$ cat src/rtl/me_move_ctrl_pkg.sv
// Shared craft-movement definitions: direction codes and step defaults.
// Direction codes double as bit indices into the key/blocked vectors.
package me_move_ctrl_pkg;

    localparam logic [1:0] DIR_UP    = 2'd0;
    localparam logic [1:0] DIR_DOWN  = 2'd1;
    localparam logic [1:0] DIR_LEFT  = 2'd2;
    localparam logic [1:0] DIR_RIGHT = 2'd3;

    localparam int STEPS_DEFAULT = 2;

    function automatic logic [1:0] vert_dir(input logic [3:0] k);
        return k[DIR_UP] ? DIR_UP : DIR_DOWN;
    endfunction

    function automatic logic [1:0] horiz_dir(input logic [3:0] k);
        return k[DIR_RIGHT] ? DIR_RIGHT : DIR_LEFT;
    endfunction

    function automatic logic axis_on(input logic a, input logic b);
        return a ^ b;
    endfunction

endpackage

$ cat src/rtl/me_move_ctrl_if.sv
// Step handshake between the movement controller and the craft block.
interface me_move_ctrl_if;

    logic       move_en_o;
    logic [1:0] direct_o;
    logic       moving_i;

    modport master (
        output move_en_o,
        output direct_o,
        input  moving_i
    );

    modport slave (
        input  move_en_o,
        input  direct_o,
        output moving_i
    );

endinterface

$ cat src/rtl/me_move_ctrl.sv
// Per-frame movement sequencer: turns held keys into single-pixel steps,
// interleaving axes and stopping an axis once the craft reports a wall.
module me_move_ctrl
    import me_move_ctrl_pkg::*;
#(
    parameter int STEPS_PER_FRAME = STEPS_DEFAULT
) (
    input  logic          clk,
    input  logic          rst_n,
    input  logic          frame_tick_i,
    input  logic [3:0]    key_i,
    input  logic          pause_i,
    me_move_ctrl_if.master craft,
    output logic          busy_o,
    output logic [3:0]    blocked_o,
    output logic          overrun_o
);

    localparam logic [1:0] S_IDLE  = 2'd0;
    localparam logic [1:0] S_ISSUE = 2'd1;
    localparam logic [1:0] S_CHECK = 2'd2;

    localparam logic [3:0] STEP_LD = 4'(STEPS_PER_FRAME);

    logic [1:0] r_state;
    logic [3:0] r_keys;
    logic [3:0] r_vcnt;
    logic [3:0] r_hcnt;
    logic [3:0] r_blocked;
    logic [1:0] r_dir;
    logic       r_last_v;
    logic       r_overrun;

    logic w_accept;
    logic w_kv;
    logic w_kh;
    logic w_v_act;
    logic w_h_act;
    logic w_stop;
    logic w_v_ok;
    logic w_h_ok;
    logic w_pick_v;
    logic w_more;

    assign w_accept = (r_state == S_IDLE) && frame_tick_i && !pause_i;
    assign w_kv     = axis_on(key_i[DIR_UP], key_i[DIR_DOWN]);
    assign w_kh     = axis_on(key_i[DIR_LEFT], key_i[DIR_RIGHT]);
    assign w_v_act  = axis_on(r_keys[DIR_UP], r_keys[DIR_DOWN]);
    assign w_h_act  = axis_on(r_keys[DIR_LEFT], r_keys[DIR_RIGHT]);

    // A wall reported this CHECK must already veto the axis just stepped
    assign w_stop = (r_state == S_CHECK) && !craft.moving_i;

    assign w_v_ok = w_v_act && (r_vcnt != 4'd0)
                  && !r_blocked[DIR_UP] && !r_blocked[DIR_DOWN]
                  && !(w_stop && r_last_v);
    assign w_h_ok = w_h_act && (r_hcnt != 4'd0)
                  && !r_blocked[DIR_LEFT] && !r_blocked[DIR_RIGHT]
                  && !(w_stop && !r_last_v);

    assign w_pick_v = w_v_ok && (!w_h_ok || !r_last_v);
    assign w_more   = (w_v_ok || w_h_ok) && !pause_i;

    always_ff @(posedge clk or negedge rst_n) begin
        if (!rst_n) begin
            r_state   <= S_IDLE;
            r_keys    <= 4'b0000;
            r_vcnt    <= 4'd0;
            r_hcnt    <= 4'd0;
            r_blocked <= 4'b0000;
            r_dir     <= DIR_UP;
            r_last_v  <= 1'b0;
            r_overrun <= 1'b0;
        end else begin
            r_overrun <= frame_tick_i && (r_state != S_IDLE);
            unique case (1'b1)
                (r_state == S_IDLE): begin
                    if (w_accept) begin
                        r_keys    <= key_i;
                        r_blocked <= 4'b0000;
                        r_vcnt    <= STEP_LD;
                        r_hcnt    <= STEP_LD;
                        if (w_kv || w_kh) begin
                            r_state  <= S_ISSUE;
                            r_last_v <= w_kv;
                            r_dir    <= w_kv ? vert_dir(key_i)
                                             : horiz_dir(key_i);
                        end
                    end
                end
                (r_state == S_ISSUE): begin
                    r_state <= S_CHECK;
                    if (r_last_v) r_vcnt <= r_vcnt - 4'd1;
                    else          r_hcnt <= r_hcnt - 4'd1;
                end
                (r_state == S_CHECK): begin
                    if (w_stop) r_blocked[r_dir] <= 1'b1;
                    if (w_more) begin
                        r_state  <= S_ISSUE;
                        r_last_v <= w_pick_v;
                        r_dir    <= w_pick_v ? vert_dir(r_keys)
                                             : horiz_dir(r_keys);
                    end else begin
                        r_state <= S_IDLE;
                    end
                end
                default: r_state <= S_IDLE;
            endcase
        end
    end

    assign craft.move_en_o = (r_state == S_ISSUE);
    assign craft.direct_o  = r_dir;
    assign busy_o          = (r_state == S_ISSUE) || (r_state == S_CHECK);
    assign blocked_o       = r_blocked;
    assign overrun_o       = r_overrun;

endmodule

$ cat src/flat_wrapper.sv
// flat-port wrapper written by rule: the top's interface ports become plain ports
module me_move_ctrl_flat import me_move_ctrl_pkg::*;
#(
    parameter int STEPS_PER_FRAME = STEPS_DEFAULT
)
  (clk, rst_n, frame_tick_i, key_i, pause_i, busy_o, blocked_o, overrun_o, craft_move_en_o, craft_direct_o, craft_moving_i);
  me_move_ctrl_if craft_i ();
  input  logic clk;
  input  logic rst_n;
  input  logic frame_tick_i;
  input  logic [3:0] key_i;
  input  logic pause_i;
  output logic busy_o;
  output logic [3:0] blocked_o;
  output logic overrun_o;
  output wire logic [$bits(craft_i.move_en_o)-1:0] craft_move_en_o;
  output wire logic [$bits(craft_i.direct_o)-1:0] craft_direct_o;
  input wire logic [$bits(craft_i.moving_i)-1:0] craft_moving_i;
  assign craft_move_en_o = craft_i.move_en_o;
  assign craft_direct_o = craft_i.direct_o;
  assign craft_i.moving_i = craft_moving_i;
  me_move_ctrl #(.STEPS_PER_FRAME(STEPS_PER_FRAME)) u_core (.clk(clk), .rst_n(rst_n), .frame_tick_i(frame_tick_i), .key_i(key_i), .pause_i(pause_i), .craft(craft_i), .busy_o(busy_o), .blocked_o(blocked_o), .overrun_o(overrun_o));
endmodule
$ cat config.mk
export PLATFORM = sky130hd
export DESIGN_NAME = me_move_ctrl_flat
export DESIGN_NICKNAME = d
export VERILOG_FILES = /design/src/rtl/me_move_ctrl_pkg.sv /design/src/rtl/me_move_ctrl_if.sv /design/src/rtl/me_move_ctrl.sv /design/src/flat_wrapper.sv
export SDC_FILE = /design/constraint.sdc
export NUM_CORES = 1
export LEC_CHECK = 0
export CORE_AREA = 2 2 49 60
export DETAILED_ROUTE_END_ITERATION = 16
export DIE_AREA = 0 0 51 62
export PLACE_DENSITY = 0.77
export SYNTH_ARGS = -nofsm -noshare
export SYNTH_HDL_FRONTEND = slang
export SYNTH_SLANG_ARGS = --single-unit
$ cat constraint.sdc
create_clock -name clk -period 2.69 [get_ports clk]
set_input_delay 0.538 -clock clk [delete_from_list [all_inputs] [get_ports clk]]
set_output_delay 0.538 -clock clk [all_outputs]
set_load 0.03 [all_outputs]
==> run_results.csv <==
group,metric,value,unit
clock_tree,hold_buffers,0,
power_and_ir_drop,leakagePower,0.7315,nW
timing,setup_viol,0,
floorplan,row_count,21,
drt,drt_iter0_markers,35,
worst_setup_path,path_class,"reg2out",
synth,synth_edf_count,0,
clock_tree,cts_root_buf,"clkbuf_4",
timing,final.setup.tns,0,ns
finish,fillCellCount,230,
global_routing,grtUsageTotal,21.10,%
synth,synthAdderAreaFrac,7.189,%
power_and_ir_drop,powerDensity,1266,nW/um^2
drt,avgViaCountPerCell,5.868,
synth,yosys.area.top_type,"dfrtp_1",
power_and_ir_drop,clockPowerShare,9.4,%
job,drv_cap,0,
power_and_ir_drop,pwr-share-seq,32.3,%
synth,synth_seq_cells,22,
floorplan,fp.dieW,51,um
drt,num_vias,1109,
synth,synthXorXnorAreaFrac,3.134,%
synth,synth_compound_area_share,20.37,%
timing,hold_viol,0,
synth,syn-num-nets,152,
placed_design,hpwl,2306,um
placed_design,dp_cells,185,
clock_tree,clk_pin_slew_worst_paths,0.13,ns
timing,grt_setup_unrepaired,"no",
clock_tree,post_cts_resized,0,
synth,syn_area_per_cell,9.982,sq um
finish,final_layout_size_suffix_gt1_share,13.55,%
worst_setup_path,slowest_delay,0.75,ns
finish,diodes,0,
power_and_ir_drop,irDropWorstVdd,0.0007387,V
global_routing,antenna_found_initial,0,
worst_setup_path,cp_max_fo,11,
drt,antenna_left,0,
clock_tree,clockBufferDepth,2,
clock_tree,htree_num_levels,1,
floorplan,die_h,62,um
drt,post-route-drc-count,0,
synth,synth_top_family_by_area,"compound AO/OA/AOI/OAI gates",
timing,fin_crit,2.538,ns
worst_setup_path,cp-end-kind,"primary output",
synth,yosys.area_share.simple,17.70,%
timing,relSlewSlack,59.75,%
synth,synth_mux_area_share,5.806,%
drt,routed_wl,2992,um
timing,max_clock_freq,394.1,MHz
worst_setup_path,cp_slowest_cell,"clkdlybuf4s50_1",
power_and_ir_drop,combPwrFrac,58.3,%
floorplan,ios,18,
clock_tree,post_cts_buffers,0,
clock_tree,tritoncts,"built",
global_routing,grt_first_pass_wirelength,4816,um
global_routing,grt_pass1_vias,1070,
run_status,outcome,"finished, final reports clean",
worst_setup_path,arrival,2.00,ns
power_and_ir_drop,power,2.029,mW
synth,async_flop_share,100.0,%
finish,area.growth.synth_to_final,18.06,%
power_and_ir_drop,switching_share,46.97,%
drt,dr.pass1.iters,4,
synth,ys.flop_type,"dfrtp_1",
power_and_ir_drop,p_int,1.076,mW
finish,final_cells,189,
floorplan,die-area,3162,sq um
floorplan,start_util,51.16,%
synth,synth_cell_type_count,46,
global_routing,grt_max_degree,23,
placed_design,gp_congestion,0.9106,
timing,period_share,94.34,%
timing,timing.final.max_slew_violations,0,
synth,synth_top_area_share,40.55,%
floorplan,core_area,2654,sq um
clock_tree,cts_buffers,3,
drt,wl_per_cell,15.83,um
synth,yosys-top-cells-area,"dfrtp_1 41%, ha_1 6.5%, inv_1 3.9%",
worst_setup_path,crit_chain,"inv_1 -> ha_1 -> clkdlybuf4s50_1",
worst_setup_path,cp_top_family,"buffers and inverters",
global_routing,overflow,0,
worst_setup_path,cp-start-kind,"register",
synth,synth_warnings,0,
synth,syn_area,1358,sq um
timing,skew,0.003227,ns
worst_hold_path,hold_class,"in2async",
worst_setup_path,crit_buf_inv,2,
clock_tree,clk_latency,0.32,ns
timing,worstMarginPinSlew,0.6025,ns
finish,nets,172,
power_and_ir_drop,p_sw,953.1,uW
synth,postSynthCellCount,136,
placed_design,portBuffers,17,
worst_setup_path,critPathRequiredTime,2.15,ns
clock_tree,clkSinkCount,22,
synth,ys_seq_area_share,40.55,%
worst paths after layout:
check,startpoint,end,slack [ns],cells past startpoint
max,u_core.r_state[1],craft_move_en_o,0.15,3
min,rst_n,u_core.r_hcnt[2],0.55,2
max reg2reg,u_core.r_state[0],u_core.craft.direct_o[0],0.68,7
min reg2reg,u_core.blocked_o[1],u_core.blocked_o[1],0.55,2
max in group asynchronous,rst_n,u_core.blocked_o[0],1.91,2
min in group clk,u_core.blocked_o[1],u_core.blocked_o[1],0.55,2
area by class of cell:
type | instances | area, sq um | area share [%]
timing repair buffer | 19 | 185.2 | 11.55
multi-input combinational | 96 | 735.7 | 45.90
tap | 34 | 42.54 | 2.654
sequential | 22 | 550.5 | 34.35
inverter | 14 | 52.55 | 3.279
clock buffer | 4 | 36.28 | 2.264
layout by cell type, fill, tap and decap left out, types with 2 or more instances in the layout:
master           netlist  final
nor3_1                 2      2
a22o_1                 5      5
nor2b_1                2      2
mux2i_1                3      3
xnor2_1                2      2
mux2_2                 3      3
a31oi_1                3      3
clkdlybuf4s50_1        0     17
nand2_1               10     10
a22oi_1                2      2
a21o_1                 3      3
buf_4                  0      2
nor4_1                 2      2
a41oi_1                2      2
inv_1                 14     14
nand3_1                6      6
clkbuf_4               0      3
nand2b_1               2      2
a21oi_1                3      3
nor2_1                 9      9
ha_1                   7      7
o21ai_0                6      6
dfrtp_1               22     22
synthesized netlist by cell type (2+ instances only):
library cell / number
nor4_1: 2
a22oi_1: 2
nor2_1: 9
a41oi_1: 2
nand2b_1: 2
nor2b_1: 2
mux2i_1: 3
inv_1: 14
a22o_1: 5
nor3_1: 2
a21o_1: 3
a31oi_1: 3
buf_2: 3
o21ai_0: 6
dfrtp_1: 22
nand3_1: 6
a21oi_1: 3
nand2_1: 10
xnor2_1: 2
mux2_2: 3
ha_1: 7
metrics by stage:
stage	cell area [sq um]	setup WS, ns	hold WS [ns]	utilization [%]
finish	1603	0.1523	0.5499	60.40
CTS	1603	0.1570	0.5523	60.40
global route	1603	0.06051	0.5867	60.40
detailed placement	1567	0.4557	0.5246	59.03
global placement	1567	0.5218	0.5037	59.03
floorplan	1358	0.7761	0.2424	-
layer usage:
| layer | GRT usage [%] | up-vias | share of wire (%) |
|---|---|---|---|
| met4 | 9.266 | 0 | 2.5 |
| met3 | 3.349 | 9 | 4.1 |
| met1 | 24.04 | 535 | 40 |
| li1 | - | 531 | - |
| met5 | 0 | - | 0 |
| met2 | 39.33 | 34 | 53 |
worst reg2reg max path, stage by stage (launching register included):
cell and delay, ns:
dfrtp_1 0.42, inv_1 0.11, ha_1 0.33, and2b_1 0.23
nand2_1 0.10, and4b_1 0.23, o221a_1 0.24, o31ai_2 0.25
kinds of logic (layout without fill, tap and decap cells):
kind of cell / count (synthesis) / count (layout)
fa+ha+maj: 8 / 8
compound gates: 35 / 35
xor+xnor: 4 / 4
buf+inv: 18 / 37
flops: 22 / 22
mux: 7 / 7
simple gates: 42 / 42
power by group through the flow:
stage / combinational [mW] / sequential [mW] / clock [mW]
6_report: 1.18 / 0.656 / 0.191
5_1_grt: 1.30 / 0.679 / 0.198
4_1_cts: 1.18 / 0.656 / 0.186
3_5_place_dp: 1.18 / 0.663 / 0
3_3_place_gp: 1.14 / 0.648 / 0
2_1_floorplan: 0.791 / 0.701 / 0
registers in the layout, summed over array words and instances (netlist names):
register	cells
u_core.blocked_o	4
u_core.r_hcnt	4
u_core.r_keys	4
u_core.r_vcnt	4
u_core.craft.direct_o	2
u_core.r_state	2
u_core.overrun_o	1
u_core.r_last_v	1
Note: power is estimated with default switching activity, not from simulation.
